--- config.mk ---
export PLATFORM = sky130hd
export DESIGN_NAME = counter_down_timer
export DESIGN_NICKNAME = d
export VERILOG_FILES = /design/src/rtl/counter_down_timer_pkg.sv /design/src/rtl/counter_prescaler.sv /design/src/rtl/counter_down_timer.sv
export SDC_FILE = /design/constraint.sdc
export NUM_CORES = 1
export LEC_CHECK = 0
export ABC_AREA = 1
export CELL_PAD_IN_SITES_DETAIL_PLACEMENT = 0
export CELL_PAD_IN_SITES_GLOBAL_PLACEMENT = 2
export CORE_ASPECT_RATIO = 1.5
export CORE_UTILIZATION = 32
export CTS_BUF_LIST = sky130_fd_sc_hd__clkbuf_4 sky130_fd_sc_hd__clkbuf_8
export CTS_CLUSTER_DIAMETER = 150
export DETAILED_ROUTE_END_ITERATION = 16
export GPL_TIMING_DRIVEN = 0
export PLACE_DENSITY = 0.92
export SYNTH_ARGS = -nofsm -noshare
export SYNTH_HDL_FRONTEND = slang
export SYNTH_HIERARCHICAL = 1
export SYNTH_SLANG_ARGS = --single-unit
--- constraint.sdc ---
create_clock -name clk -period 3.8 [get_ports clk]
set_clock_uncertainty 0.15 [all_clocks]
set_input_delay 1.14 -clock clk [delete_from_list [all_inputs] [get_ports clk]]
set_output_delay 1.14 -clock clk [all_outputs]
set_load 0.05 [all_outputs]
--- src/rtl/counter_down_timer_pkg.sv ---
// +----------------------------------------------------------------------+
// | counter_down_timer_pkg : shared state encoding for the down timer    |
// | Rev 1.0                                                              |
// +----------------------------------------------------------------------+
`default_nettype none

package counter_down_timer_pkg;

  typedef enum logic [1:0] {
    ST_IDLE   = 2'd0,
    ST_RUN    = 2'd1,
    ST_PAUSED = 2'd2
  } state_e;

endpackage

`default_nettype wire

--- src/rtl/counter_prescaler.sv ---
// +----------------------------------------------------------------------+
// | counter_prescaler : emits o_tick every (i_prescale+1) enabled cycles |
// | Rev 1.0                                                              |
// +----------------------------------------------------------------------+
`default_nettype none

module counter_prescaler
  import counter_down_timer_pkg::*;
#(
  parameter int unsigned PRE_WIDTH = 4
) (
  input  logic                 clk,
  input  logic                 rst_n,
  input  logic                 enable,
  input  logic                 clear,
  input  logic [PRE_WIDTH-1:0] i_prescale,
  output logic                 o_tick
);

  logic [PRE_WIDTH-1:0] cnt_q;

  // '>=' lets a lowered i_prescale fire immediately instead of wrapping.
  assign o_tick = enable && (cnt_q >= i_prescale);

  always_ff @(posedge clk or negedge rst_n) begin
    if (!rst_n) begin
      cnt_q <= '0;
    end else if (clear) begin
      cnt_q <= '0;
    end else if (enable) begin
      if (o_tick) begin
        cnt_q <= '0;
      end else begin
        cnt_q <= cnt_q + PRE_WIDTH'(1);
      end
    end
  end

endmodule

`default_nettype wire

--- src/rtl/counter_down_timer.sv ---
// +----------------------------------------------------------------------+
// | counter_down_timer : loadable down-counting timer, one-cycle o_done  |
// | Rev 1.0                                                              |
// +----------------------------------------------------------------------+
`default_nettype none

module counter_down_timer
  import counter_down_timer_pkg::*;
#(
  parameter int unsigned WIDTH     = 8,
  parameter int unsigned PRE_WIDTH = 4
) (
  input  logic                 clk,
  input  logic                 rst_n,
  input  logic                 i_load_en,
  input  logic [WIDTH-1:0]     i_data,
  input  logic                 i_start,
  input  logic                 i_stop,
  input  logic                 i_auto_reload,
  input  logic [PRE_WIDTH-1:0] i_prescale,
  output logic [WIDTH-1:0]     number,
  output logic                 o_busy,
  output logic                 o_done
);

  state_e           state_q;
  logic [WIDTH-1:0] number_q;
  logic [WIDTH-1:0] reload_q;
  logic             done_q;
  logic             w_run;
  logic             w_clear;
  logic             w_tick;

  assign w_run   = (state_q == ST_RUN);
  assign w_clear = i_load_en || (i_stop && w_run);

  counter_prescaler #(
    .PRE_WIDTH (PRE_WIDTH)
  ) u_prescaler (
    .clk        (clk),
    .rst_n      (rst_n),
    .enable     (w_run),
    .clear      (w_clear),
    .i_prescale (i_prescale),
    .o_tick     (w_tick)
  );

  // Priority: load > stop > start > tick. A start while already running
  // falls through so it never swallows a tick.
  always_ff @(posedge clk or negedge rst_n) begin
    if (!rst_n) begin
      state_q  <= ST_IDLE;
      number_q <= '0;
      reload_q <= '0;
      done_q   <= 1'b0;
    end else begin
      done_q <= 1'b0;
      if (i_load_en) begin
        number_q <= i_data;
        reload_q <= i_data;
        state_q  <= ST_IDLE;
      end else if (i_stop) begin
        if (w_run) begin
          state_q <= ST_PAUSED;
        end
      end else if (i_start && !w_run) begin
        if (number_q != '0) begin
          state_q <= ST_RUN;
        end
      end else if (w_tick) begin
        if (number_q == WIDTH'(1)) begin
          done_q <= 1'b1;
          if (i_auto_reload && (reload_q != '0)) begin
            number_q <= reload_q;
          end else begin
            number_q <= '0;
            state_q  <= ST_IDLE;
          end
        end else begin
          number_q <= number_q - WIDTH'(1);
        end
      end
    end
  end

  assign number = number_q;
  assign o_busy = w_run;
  assign o_done = done_q;

endmodule

`default_nettype wire

==> results.md <==
- Comb pwr share: around 28%
- Post-DR vias/cell: 4.48
- IO buf count: 27
- Dpl cells: 308
- Area contributors post-synth: dfrtp_1, nand2_1, inv_1, o21ai_0, ha_1
- Worst setup SP type: register
- Final setup viols: 0
- DRT Pass-1 Iters: 4
- Critical path's most frequent cell: inv_1
- Worst setup margin: 0.725 ns
- Setup Crit Path Kind: register to output port
- Yosys top cell by area: dfrtp_1
- Synth Warn #: 6
- Syn nets: between 200 and 250
- Fmax: roughly 330 MHz
- Net switching power: a little over 0.0002 W
- Cts repair resizes: 0
- Largest net degree at the start of global routing: 24
- CTS hold repair buffers: 0
- Setup slack at placement: 0.462 ns
- Die X: about 59 µm
- RSZ-0062 raised after global routing: false
- Insertion delay to the later sink of the worst-skew pair: roughly 0.27 ns
- Mean Syn Cell Area: slightly above 7 µm²
- Total Power: approximately 0.00062 W
- Post-DP HPWL: about 2.8 mm
- Clock Sinks: 23
- Relative slew margins: 27.2%
- Post-synth top area share: a little under two fifths
- Nets: 275
- Post-Layout Cell Count: ~310
- Post-route clock period utilization: about four fifths
- RePlAce Congestion: 0.744
- Critical Path RT: between 2 and 3 ns
- Switching share of power: 33.5%
- Antenna violations before repair: 0
- Status: completed
- Global route overflow: 0
- # diodes: 0
- Htree depth: 1
- Fin. Hold Viols: 0
- Overall Global Routing Usage: between 10% and 20%
- Initial core utilization: around a third
- Clock power share: between 20% and 30%
- Row cnt: 30
- Reg clk slew, reported paths: around 0.080 ns
- Max Cap Violations: 0
- Final Max Slew Viols: 0
- Crit path max fanout: 5
- Vias in the first global route: ~1500
- Routed wire length: approximately 3.6 mm
- Tmin final: 3.07 ns
- Critical path's slowest cell: clkdlybuf4s50_1
- Initial DRC Count: 33
- HP Class: register to register
- R2r startpoint: u_prescaler/cnt_q[0]
- Critical Path Source: state_q[1]
- Sequential fraction of the synthesis area: a little under two fifths
- IO Count: 28
- Sequential share of power: between 40% and 50%
- CTS Buffer Depth: 2
- Area growth syn-to-layout: 25.9%
- Syn Inst Count: between 200 and 250
- Slowest stage delay, CP: between 0.8 and 0.9 ns
- Fillers: 504
- Worst Max-Slew Pin Slew: 1.09 ns
- CTS tree: done
- Core box area: 4580 µm²
- Share of cells above drive strength 1: 9.68%
- Setup Fix Bufs, Post-CTS: 0
- Leakage power: 1.00 nW
- Cell area after synthesis: 1540 µm²
- TNS Setup: 0 ns
- Crit-path cells: inv_1, nand2_1, inv_1, clkdlybuf4s50_1
- Die area: 5110 µm²
- Power Internal: 0.000410 W
- First-pass GRT wire length: 6.45 mm
- R2r setup slk: ~1.7 ns
- Setup crit end kind: output port
- Pwr/cell area: between 300 and 400 nW/µm²
- Min-delay src: state_q[1]
- Yosys cell types: 25
- Worst vdd ir: approximately 0.00015 V
- Avg WL per Cell: between 10 and 15 µm
- Number of CTS-inserted buffers: 3
- Antenna Violating Nets Remaining: 0
- Root buf cell: clkbuf_8
- #FFs+latches synth: 23
- WP data arrival: approximately 1.8 ns
- Core Util, Final: about 42%
- Via count: between 1000 and 1500
- Die height: 87.0 µm
- DRC: 0
## through the flow
step	hold slack, ns	area [µm²]
global route	0.345	1940
detailed placement	0.308	1890
floorplan	0.292	1540
finish	0.321	1940
global placement	0.305	1890
CTS	0.329	1940
## cell type report
cell class | instances | area [µm²] | area share (%)
multi-input combinational | 150 | 801 | 41.2
buffer | 2 | 8.76 | 0.451
inverter | 42 | 158 | 8.12
sequential | 23 | 576 | 29.6
timing repair buffer | 27 | 270 | 13.9
clock buffer | 4 | 48.8 | 2.51
tap | 64 | 80.1 | 4.12
## sequential cells by signal, summed over array words and instances, names as in the netlist
register,flops
number,8
u_prescaler/cnt_q,4
state_q,2
reload_q,8
o_done,1
## power groups by stage
stage	sequential [W]	combinational, W	clock [W]
3_3_place_gp	0.000284	0.000177	0
2_1_floorplan	0.000310	0.0000866	0
5_1_grt	0.000283	0.000198	0.000179
6_report	0.000279	0.000175	0.000162
3_5_place_dp	0.000285	0.000177	0
4_1_cts	0.000280	0.000178	0.000168
## cell usage after synthesis, drive strengths merged
library cell / count
nand4: 2
a21oi: 4
nand2: 66
nand3: 19
buf: 1
clkbuf: 1
ha: 8
nor3: 2
nand3b: 1
inv: 42
dfrtp: 23
xor2: 3
o21ai: 24
nor2: 19
xnor2: 2
## cells by family after synthesis
family / Yosys count / share of synthesized area (%)
AOI/OAI and AO/OA: 28 / 9.33
xor gates and xnor gates: 5 / 2.84
adders and majority gates: 8 / 6.49
buffers and inverters: 44 / 10.8
DFF: 23 / 37.3
and+or+nand+nor: 109 / 33.3
## per-layer routing
layer	vias to the layer above	global-route usage, %	share of wire [%]
met3	7	1.34	2.3
met4	0	8.01	3.2
met5	-	0	0
met1	635	18.6	44
li1	732	-	-
met2	25	31.0	51
## final timing paths
| check | endpoint | depth (start not counted) |
|---|---|---|
| setup / recovery | o_busy | 4 |
| hold / removal | state_q[1] | 2 |
| setup reg to reg | number[6] | 15 |
| hold reg to reg | state_q[1] | 2 |
| max in group asynchronous | number[3] | 1 |
| min in group asynchronous | reload_q[7] | 1 |
## layout by cell type, fill, tap and decap left out, drive strengths merged
cell / n
ha: 8
dfrtp: 23
nor3: 2
xnor2: 2
buf: 1
o21ai: 24
xor2: 3
nand3b: 1
nand2: 66
a21oi: 4
inv: 42
nand3: 19
nor2: 19
nand4: 2
clkdlybuf4s50: 27
clkbuf: 5
## critical path: cells and delay by family, from the launching register on
| kind | cells | cell delay (ns) |
|---|---|---|
| buffers and inverters | 3 | 1.05 |
| DFF | 1 | 0.38 |
| and+or+nand+nor | 1 | 0.08 |
Note: power is estimated with default switching activity, not from simulation.
